==> config.mk <==
export PLATFORM = sky130hd
export DESIGN_NAME = display_controller_mux_flat
export DESIGN_NICKNAME = d
export VERILOG_FILES = /design/src/rtl/display_pkg.sv /design/src/rtl/display_controller_mux_if.sv /design/src/rtl/bin2bcd_seq.sv /design/src/rtl/display_controller_mux.sv /design/src/flat_wrapper.sv
export SDC_FILE = /design/constraint.sdc
export NUM_CORES = 1
export LEC_CHECK = 0
export ABC_AREA = 0
export CORE_MARGIN = 5
export CORE_UTILIZATION = 63
export DETAILED_ROUTE_END_ITERATION = 6
export GPL_TIMING_DRIVEN = 0
export PLACE_DENSITY_LB_ADDON = 0.3
export REMOVE_ABC_BUFFERS = 1
export SYNTH_ARGS = -nofsm -noshare
export SYNTH_HDL_FRONTEND = slang
export SYNTH_SLANG_ARGS = --single-unit
==> constraint.sdc <==
create_clock -name clk -period 4.6 [get_ports clk]
set_clock_uncertainty 0.2 [all_clocks]
set_input_delay 0.92 -clock clk [delete_from_list [all_inputs] [get_ports clk]]
set_output_delay 0.92 -clock clk [all_outputs]
set_load 0.05 [all_outputs]
==> src/rtl/display_pkg.sv <==
// Shared constants and helpers for the multiplexed 7-segment display path.
package display_pkg;

    localparam int BRIGHT_W = 4;

    localparam logic [6:0] SEG_BLANK = 7'h7F;
    localparam logic [6:0] SEG_DASH  = 7'b1111110;

    // abcdefg, active low
    localparam logic [6:0] SEG_DIGIT [0:9] = '{
        7'b0000001, 7'b1001111, 7'b0010010, 7'b0000110, 7'b1001100,
        7'b0100100, 7'b0100000, 7'b0001111, 7'b0000000, 7'b0000100
    };

    // Largest value representable in the given number of decimal digits.
    function automatic int max_value(int digits);
        int m = 1;
        for (int i = 0; i < digits; i++) m = m * 10;
        return m - 1;
    endfunction

    // Decimal digits needed for any unsigned value of the given bit width.
    function automatic int bcd_digits(int width);
        return (width * 30103) / 100000 + 1;
    endfunction

    function automatic logic [6:0] seg_decode(logic [3:0] d);
        return (d <= 4'd9) ? SEG_DIGIT[d] : SEG_BLANK;
    endfunction

endpackage

==> src/rtl/display_controller_mux_if.sv <==
// Value handshake between the datapath source and the display controller.
interface display_controller_mux_if #(
    parameter int VALUE_W = 14
);
    logic [VALUE_W-1:0] value;
    logic               value_valid;
    logic               value_ready;

    modport master (output value, output value_valid, input value_ready);
    modport slave  (input value, input value_valid, output value_ready);
endinterface

==> src/rtl/bin2bcd_seq.sv <==
// Iterative shift-add-3 binary to BCD converter, one bit per clock.
module bin2bcd_seq
    import display_pkg::*;
#(
    parameter int VALUE_W    = 14,
    parameter int NUM_DIGITS = 4
) (
    input  logic                    clk,
    input  logic                    rst_n,
    input  logic                    start,
    input  logic [VALUE_W-1:0]      bin,
    output logic                    busy,
    output logic                    done,
    output logic [4*NUM_DIGITS-1:0] bcd,
    output logic                    overflow
);
    // Always keep at least one digit above the displayed ones so overflow has somewhere to land.
    localparam int INT_DIGITS = (bcd_digits(VALUE_W) > NUM_DIGITS) ? bcd_digits(VALUE_W) : NUM_DIGITS + 1;
    localparam int BCD_W      = 4 * INT_DIGITS;
    localparam int CNT_W      = $clog2(VALUE_W);

    logic [VALUE_W-1:0] bin_sh;
    logic [BCD_W-1:0]   acc, acc_adj, acc_nxt;
    logic [CNT_W-1:0]   cnt;

    always_comb begin
        acc_adj = acc;
        for (int d = 0; d < INT_DIGITS; d++) begin
            if (acc[4*d +: 4] >= 4'd5) acc_adj[4*d +: 4] = acc[4*d +: 4] + 4'd3;
        end
        acc_nxt = BCD_W'({acc_adj, bin_sh[VALUE_W-1]});
    end

    // bcd/overflow are the result of the step being taken now, valid while done is high.
    assign done     = busy && (cnt == CNT_W'(VALUE_W-1));
    assign bcd      = acc_nxt[4*NUM_DIGITS-1:0];
    assign overflow = |acc_nxt[BCD_W-1:4*NUM_DIGITS];

    always_ff @(posedge clk) begin
        if (!rst_n) begin
            busy   <= 1'b0;
            cnt    <= '0;
            acc    <= '0;
            bin_sh <= '0;
        end else if (!busy) begin
            if (start) begin
                busy   <= 1'b1;
                cnt    <= '0;
                acc    <= '0;
                bin_sh <= bin;
            end
        end else begin
            acc    <= acc_nxt;
            bin_sh <= bin_sh << 1;
            cnt    <= cnt + 1'b1;
            if (done) busy <= 1'b0;
        end
    end

endmodule

==> src/rtl/display_controller_mux.sv <==
// Multiplexed N-digit 7-segment driver: value handshake, BCD conversion, digit scan,
// leading-zero blanking, PWM brightness, blink and overflow dashes.
module display_controller_mux
    import display_pkg::*;
#(
    parameter int NUM_DIGITS  = 4,
    parameter int VALUE_W     = 14,
    parameter int REFRESH_DIV = 50000,
    parameter int BLINK_DIV   = 250
) (
    input  logic                    clk,
    input  logic                    rst_n,
    display_controller_mux_if.slave value_bus,
    input  logic [NUM_DIGITS-1:0]   dp_mask,
    input  logic                    lz_blank,
    input  logic                    blink_en,
    input  logic [BRIGHT_W-1:0]     brightness,
    output logic [6:0]              segments,
    output logic                    dp,
    output logic [NUM_DIGITS-1:0]   digit_sel
);
    localparam int IDX_W = (NUM_DIGITS > 1) ? $clog2(NUM_DIGITS) : 1;
    localparam int REF_W = $clog2(REFRESH_DIV);
    localparam int BLK_W = (BLINK_DIV > 1) ? $clog2(BLINK_DIV) : 1;

    logic                    start, busy, done, conv_ovf;
    logic [4*NUM_DIGITS-1:0] conv_bcd;

    logic [NUM_DIGITS-1:0][3:0] disp_bcd;
    logic                       disp_ovf;

    logic [REF_W-1:0]    refresh_cnt;
    logic [IDX_W-1:0]    scan_idx;
    logic [BRIGHT_W-1:0] pwm_cnt;
    logic [BLK_W-1:0]    blink_cnt;
    logic                blink_on;
    logic                wrap, round_end;

    logic [NUM_DIGITS-1:0] blank;
    logic [6:0]            seg_nxt;
    logic                  lit;

    assign start                 = value_bus.value_valid && !busy;
    assign value_bus.value_ready = !busy;

    bin2bcd_seq #(
        .VALUE_W    (VALUE_W),
        .NUM_DIGITS (NUM_DIGITS)
    ) u_conv (
        .clk      (clk),
        .rst_n    (rst_n),
        .start    (start),
        .bin      (value_bus.value),
        .busy     (busy),
        .done     (done),
        .bcd      (conv_bcd),
        .overflow (conv_ovf)
    );

    // All digits and the overflow flag land together, so no partial result is ever shown.
    always_ff @(posedge clk) begin
        if (!rst_n) begin
            disp_bcd <= '0;
            disp_ovf <= 1'b0;
        end else if (done) begin
            disp_bcd <= conv_bcd;
            disp_ovf <= conv_ovf;
        end
    end

    assign wrap      = (refresh_cnt == REF_W'(REFRESH_DIV-1));
    assign round_end = wrap && (scan_idx == '0);

    always_ff @(posedge clk) begin
        if (!rst_n) begin
            refresh_cnt <= '0;
            scan_idx    <= IDX_W'(NUM_DIGITS-1);
            pwm_cnt     <= '0;
            blink_cnt   <= '0;
            blink_on    <= 1'b1;
        end else begin
            refresh_cnt <= wrap ? '0 : refresh_cnt + 1'b1;
            pwm_cnt     <= pwm_cnt + 1'b1;
            if (wrap) scan_idx <= (scan_idx == '0) ? IDX_W'(NUM_DIGITS-1) : scan_idx - 1'b1;
            if (round_end) blink_cnt <= (blink_cnt == BLK_W'(BLINK_DIV-1)) ? '0 : blink_cnt + 1'b1;
            if (!blink_en)
                blink_on <= 1'b1;
            else if (round_end && blink_cnt == BLK_W'(BLINK_DIV-1))
                blink_on <= ~blink_on;
        end
    end

    // A digit blanks when it and everything above it is zero; digit 0 always shows.
    always_comb begin
        logic upper_zero;
        upper_zero = 1'b1;
        blank      = '0;
        for (int i = NUM_DIGITS-1; i >= 0; i--) begin
            upper_zero = upper_zero && (disp_bcd[i] == 4'd0);
            blank[i]   = lz_blank && !disp_ovf && upper_zero && (i != 0);
        end
    end

    always_comb begin
        if (disp_ovf)
            seg_nxt = SEG_DASH;
        else if (blank[scan_idx])
            seg_nxt = SEG_BLANK;
        else
            seg_nxt = seg_decode(disp_bcd[scan_idx]);
        lit = ((brightness == '1) || (pwm_cnt < brightness)) && !(blink_en && !blink_on);
    end

    // Pins are all registered from the same scan index, so digit and pattern never skew.
    always_ff @(posedge clk) begin
        if (!rst_n) begin
            segments  <= SEG_BLANK;
            dp        <= 1'b1;
            digit_sel <= '1;
        end else begin
            segments  <= seg_nxt;
            dp        <= ~dp_mask[scan_idx];
            digit_sel <= lit ? ~(NUM_DIGITS'(1) << scan_idx) : '1;
        end
    end

endmodule

==> src/flat_wrapper.sv <==
// flat-port wrapper written by rule: the top's interface ports become plain ports
module display_controller_mux_flat import display_pkg::*;
#(
    parameter int NUM_DIGITS  = 4,
    parameter int VALUE_W     = 14,
    parameter int REFRESH_DIV = 50000,
    parameter int BLINK_DIV   = 250
)
  (clk, rst_n, dp_mask, lz_blank, blink_en, brightness, segments, dp, digit_sel, value_bus_value, value_bus_value_valid, value_bus_value_ready);
  display_controller_mux_if #(.VALUE_W(VALUE_W)) value_bus_i ();
  input  logic clk;
  input  logic rst_n;
  input  logic [NUM_DIGITS-1:0] dp_mask;
  input  logic lz_blank;
  input  logic blink_en;
  input  logic [BRIGHT_W-1:0] brightness;
  output logic [6:0] segments;
  output logic dp;
  output logic [NUM_DIGITS-1:0] digit_sel;
  input wire logic [$bits(value_bus_i.value)-1:0] value_bus_value;
  input wire logic [$bits(value_bus_i.value_valid)-1:0] value_bus_value_valid;
  output wire logic [$bits(value_bus_i.value_ready)-1:0] value_bus_value_ready;
  assign value_bus_i.value = value_bus_value;
  assign value_bus_i.value_valid = value_bus_value_valid;
  assign value_bus_value_ready = value_bus_i.value_ready;
  display_controller_mux #(.NUM_DIGITS(NUM_DIGITS), .VALUE_W(VALUE_W), .REFRESH_DIV(REFRESH_DIV), .BLINK_DIV(BLINK_DIV)) u_core (.clk(clk), .rst_n(rst_n), .value_bus(value_bus_i), .dp_mask(dp_mask), .lz_blank(lz_blank), .blink_en(blink_en), .brightness(brightness), .segments(segments), .dp(dp), .digit_sel(digit_sel));
endmodule
---- Word-level counts from Yosys, hierarchy flattened ----
Memories as Yosys holds them, arrays and structs flattened.
Cells that the tools add are included.
storage, ports and cells
  bits in registers ....................... 99
  latch bits .............................. 0
  RAM bits ................................ 0
  memory bits (read-only) ................. 112
  input bits .............................. 27
  output and inout port bits .............. 13
  logic and storage cells ................. 105
  memories ................................ 1
cells by class
  add/sub/neg operators ................... 10
  multipliers ............................. 0
  divide/modulo/power cells ............... 0
  $lt $le $gt $ge ......................... 9
  equal/unequal tests ..................... 4
  shift operators ......................... 1
  multiplexer cells ....................... 27
  bitwise logic cells ..................... 6
  reductions and logical operators ........ 28
memories
  memory            depth  bits a word  read ports  clocked after Yosys merged registers in  wr ports  RTL line           source
  (name not given)  16     7            1           0                                        0         display_pkg.sv:28  return (d <= 4'd9) ? SEG_DIGIT[d] : SEG_BLANK;
operators with widths
  kind                                                    number
  2-to-1 mux 20 bit                                       2
  2-to-1 mux 14 bit                                       2
  2-to-1 mux 4 bit                                        7
  >= comparator 4 x 3 -> 1 bit (second input constant)    5
  adder 16 x 1 -> 16 bit (second input constant)          1
  adder 4 x 2 -> 4 bit (second input constant)            4
  equality test 16 bit (second input constant)            1
  2-to-1 mux 7 bit                                        2
  logical AND 1 bit                                       12
  zero test 4 bit                                         3
  adder 4 x 1 -> 4 bit (second input constant)            2
  adder 8 x 1 -> 8 bit (second input constant)            1
  binary-select mux 4 bit (select 2 bit)                  1
  equality test 4 bit (second input constant)             2
  equality test 8 bit (second input constant)             1
  2-to-1 mux 1 bit                                        8
  2-to-1 mux 8 bit                                        1
  OR reduction 4 bit                                      2
  >= comparator 5 bit (second input constant)             1
  inverter 4 -> 5 bit                                     1
  binary-select mux 1 bit (select 2 bit)                  2
  less-or-equal comparator 4 bit (second input constant)  1
  zero test 1 bit                                         4
  < comparator 4 bit                                      1
  other kinds (13)                                        18

---- Logic depth before layout (Yosys ltp) ----
  word-level depth ........................ 9
  mapped depth ............................ 8
  depth with buffers taken out ............ 7

---- Cells and area by module ----
From an unflattened synthesis, not the netlist that was laid out.
second synthesis, totals
  cell total of the unflattened synthesis .. 551
  area total of the unflattened synthesis .. 5142.4 um^2
modules (own cells, without submodules)
  module                  instances  cells an instance  area each (um^2)  sequential area each (um^2)
  display_controller_mux  1          298                2921.6            1201.2
  bin2bcd_seq             1          253                2220.9            780.7

---- Least setup slack after synthesis ----
No wires, ideal clock.
  path kind ............................... register -> register
  start point ............................. register u_core.scan_idx[1]
  end point ............................... register u_core.segments[2]
  library setup time ...................... 0.146 ns
  arrival ................................. 2.167 ns
  data required time ...................... 4.254 ns
  path slack .............................. 2.087 ns
  cell stages (with the launch flop) ...... 9
  buffers on the path ..................... 1
  period minus slack after synthesis ...... 2.513 ns
  cells stage by stage .................... dfxtp_1 > clkbuf_1 > mux4_2 > inv_1 > ha_1 > nor2_1 > o21a_1 > nor4b_2 > o211ai_1
between the ends
  longest elaborated chain between the ends .. 6
  elaborated cells between the ends (all ways) .. 11
  those cells by class .................... 1 x order compare; 6 x mux; 2 x bitwise; 1 x reduce/logical; 1 x memory
ends and longest elaborated chain
  item                                                 RTL line                       source
  start, declared                                      display_controller_mux.sv:33   logic [IDX_W-1:0] scan_idx;
  start signal, assigned                               display_controller_mux.sv:77   scan_idx <= IDX_W'(NUM_DIGITS-1);
  start signal, assigned                               display_controller_mux.sv:84   if (wrap) scan_idx <= (scan_idx == '0) ? IDX_W'(NUM_DIGITS-1) : scan_idx - 1'b1;
  binary-select mux 4 bit (select 2 bit)               display_controller_mux.sv:110  seg_nxt = seg_decode(disp_bcd[scan_idx]);
  2-to-1 mux 4 bit (not written as such)               display_controller_mux.sv:110
  inverter 4 -> 5 bit (not written as such)            display_pkg.sv:28
  memory read (16 x 7 bit)                             -
  2-to-1 mux 7 bit (not written as such) (2 in a row)  display_pkg.sv:28
  end signal, assigned                                 display_controller_mux.sv:121  segments <= seg_nxt;
  end, declared                                        display_controller_mux.sv:18   output logic [6:0] segments,
Several ways; a longest one is shown, not always the timed one. The select of a mux whose other input is x is not followed.
A chain may end at the register's enable or synchronous reset.

---- Worst setup path in the final report ----
  start point ............................. register u_core.u_conv.busy
  end point ............................... output value_bus_value_ready
between the ends
  longest elaborated chain between the ends .. 1
ends and longest elaborated chain
  item                    RTL line                      source
  start, declared         bin2bcd_seq.sv:12             output logic busy,
  start signal, assigned  bin2bcd_seq.sv:41             busy <= 1'b0;
  start signal, assigned  bin2bcd_seq.sv:47             busy <= 1'b1;
  start signal, assigned  bin2bcd_seq.sv:56             if (done) busy <= 1'b0;
  zero test 1 bit         display_controller_mux.sv:44  assign value_bus.value_ready = !busy;
  end, declared           flat_wrapper.sv:22            output wire logic [$bits(value_bus_i.value_ready)-1:0] value_bus_value_ready;
No other way between the ends.

==> results.cfg <==
[synth]
synth.most_common_cell = dfxtp_1
synthFlopType = dfxtp_1
yosysWarnings = 0
synth.area.top_cells = dfxtp_1, ha_1, nand2_1, mux2i_1, o211a_1
synth_edf_count = 0
synth_cell_types = 48
syn_area_um2 = 4927
synth_common_cells = dfxtp_1, nand2_1, nor2_1, ha_1, a21oi_1
synth-simple-area-share_pct = 21.81
yosysSeqAreaShare_pct = 40.22
synth_largest_area_cell = dfxtp_1
ys_async_sr_fraction_pct = 0
ys_seq_elements = 99
muxShareOfSynthArea_pct = 6.780
synth_compound_area_share_pct = 15.72
synthCells = 549
synth_top_cell_area_share_pct = 40.22
synth_xor_area_share_pct = 4.088
synth_top_family_by_area = simple AND/OR/NAND/NOR gates
synthAdderAreaFrac_pct = 7.110
syn_avg_cell_area_um2 = 8.975

[worst_setup_path]
crit_type = reg2out
r2r_setup_slack_ns = 1.73
crit_arrival_ns = 2.85
startpoint_type = flop
cp-end-kind = primary output
cp.required_ns = 3.48
reg2regPathDepth = 7
path_max_fanout = 40

[grt]
grt-ovfl-total = 0
track_usage_pct = 20.54
grt_pass1_vias = 3877
grt_pass1_wl_mm = 16.77
grt_max_degree = 54
antenna_found_initial = 0

[clocking]
cts_hold_buf = 0
cts.sink_count = 99
h-tree-depth = 3
cts_max_path_buffers = 2
clk_pin_slew_ns = 0.10
cts_root_buf = clkbuf_8
cts_buffers = 9
post_cts_buffers = 0
cts_tree = built
clk_latency_ns = 0.36

[run_status]
status = finished clean

[die]
die_w_um = 98.44
initial_utilization_pct = 64.10
dieArea_um2 = 9689
die_y_um = 98.44
coreArea_um2 = 7687
io_pins = 40
rows = 32

[worst_hold_path]
min_path_type = reg2reg
whs_path_depth = 1

[power]
p_per_area_nw_per_um2 = 289.4
finalPower_uw = 1608
ir_worst_vdd_mv = 0.2107
p_leak_uw = 0.002315

[route]
drt_iter0_markers = 135
routed_wl_mm = 9.448
first_pass_iters = 4
vias = 3872
wl_per_cell_um = 13.91
drc = 0
drtAntennaViolNets = 0
via_per_inst = 5.703

[timing]
slew_headroom_pct = 21.98
clock.fmax_mhz = 252.0
min_period_over_period_pct = 86.28
period_minus_slack_ns = 3.969
hold_viol = 0
finalSetupViolations = 0
rsz0062_at_grt = false
maxSlewViolCount = 0
setup_tns_ns = 0
worstMarginPinSlew_ns = 1.169

[flow_run]
cap_violations = 0

[placement]
port_buffers = 39
placedCellCount = 664
gp_congestion = 0.7864
place_area_um2 = 5348
dp_hpwl_mm = 6.759

[cells_and_area]
drive_gt1_share_pct = 5.199
nFillCells = 618
stdcell_area_um2 = 5555
diodes = 0
layout.nets = 628
areaGrowthSynthToFinish_pct = 12.75
fin_cells = 679
[cells in the final DEF (no fill, tap or decap), drive strengths merged, types with 11 or more instances in the layout]
cell            n
dfxtp          99
nor3           18
nor3b          12
o211a          20
nor2b          15
nor2           36
a21oi          27
xor2           11
mux2i          21
a21boi         21
xnor2          12
ha             28
nand3          19
inv            26
clkdlybuf4s50  37
o21ai          23
nand2          62
clkbuf         12
[cell families after synthesis]
| kind of cell | after synthesis |
|---|---|
| compound gates | 113 |
| mux | 27 |
| xor+xnor | 23 |
| simple gates | 206 |
| buf+inv | 53 |
| flops | 99 |
| fa+ha+maj | 28 |
[state kept, by name, indices dropped and copies added, names as in the netlist]
name,cells
u_core.digit_sel,4
u_core.u_conv.busy,1
u_core.blink_on,1
u_core.segments,7
u_core.u_conv.acc,20
u_core.disp_ovf,1
u_core.scan_idx,2
u_core.u_conv.bin_sh,14
u_core.refresh_cnt,16
u_core.blink_cnt,8
u_core.pwm_cnt,4
u_core.dp,1
u_core.u_conv.cnt,4
u_core.disp_bcd,16
[worst max-delay path, stage by stage (launching register included)]
cell	delay (ns)
dfxtp_2	0.54
inv_1	0.94
clkdlybuf4s50_1	0.98
[layout make-up]
cell class	count	area, um2	area share, %
inverters	26	97.59	1.757
multi-input cells	397	2735	49.23
clock buffers	12	165.2	2.973
flip-flops and latches	99	1983	35.70
clock inverters	3	46.29	0.8333
repair buffers	40	400.4	7.207
well taps	102	127.6	2.297
[stage by stage]
step / setup slack [ns] / hold WS, ns / util (%)
2_1_floorplan: 1.799 / 0.2264 / -
3_3_place_gp: 0.2271 / 0.2401 / 69.37
3_5_place_dp: 0.4973 / 0.2628 / 69.56
4_1_cts: 0.07293 / 0.2853 / 72.31
5_1_grt: 0.4764 / 0.2913 / 72.27
6_report: 0.6310 / 0.2821 / 72.27
[timing repair]
action                                  4_1_cts  5_1_grt
endpoints found under the setup margin        0        1
gates resized for setup                       0        1
endpoints found under the hold margin         0        0
[layer usage]
metal  vias up  global-route usage, %  share of wire, %
met5         -                      0                 0
met1      1831                  24.10                43
met2        77                  37.18                51
li1       1952                      -                 -
met3        12                  5.237               4.9
met4         0                  5.462               1.3
[power by group]
part / total (uW) / internal (uW) / switching [uW]
Combinational: 129 / 61.7 / 67.4
Sequential: 896 / 877 / 19.1
Clock: 582 / 294 / 288
[final timing paths]
kind,start,to
worst max-delay path,u_core.u_conv.busy,value_bus_value_ready
worst min-delay path,u_core.refresh_cnt[0],u_core.refresh_cnt[0]
worst max register to register,u_core.scan_idx[0],u_core.segments[5]
worst min register to register,u_core.refresh_cnt[0],u_core.refresh_cnt[0]
(Power assumes the default switching activity.)
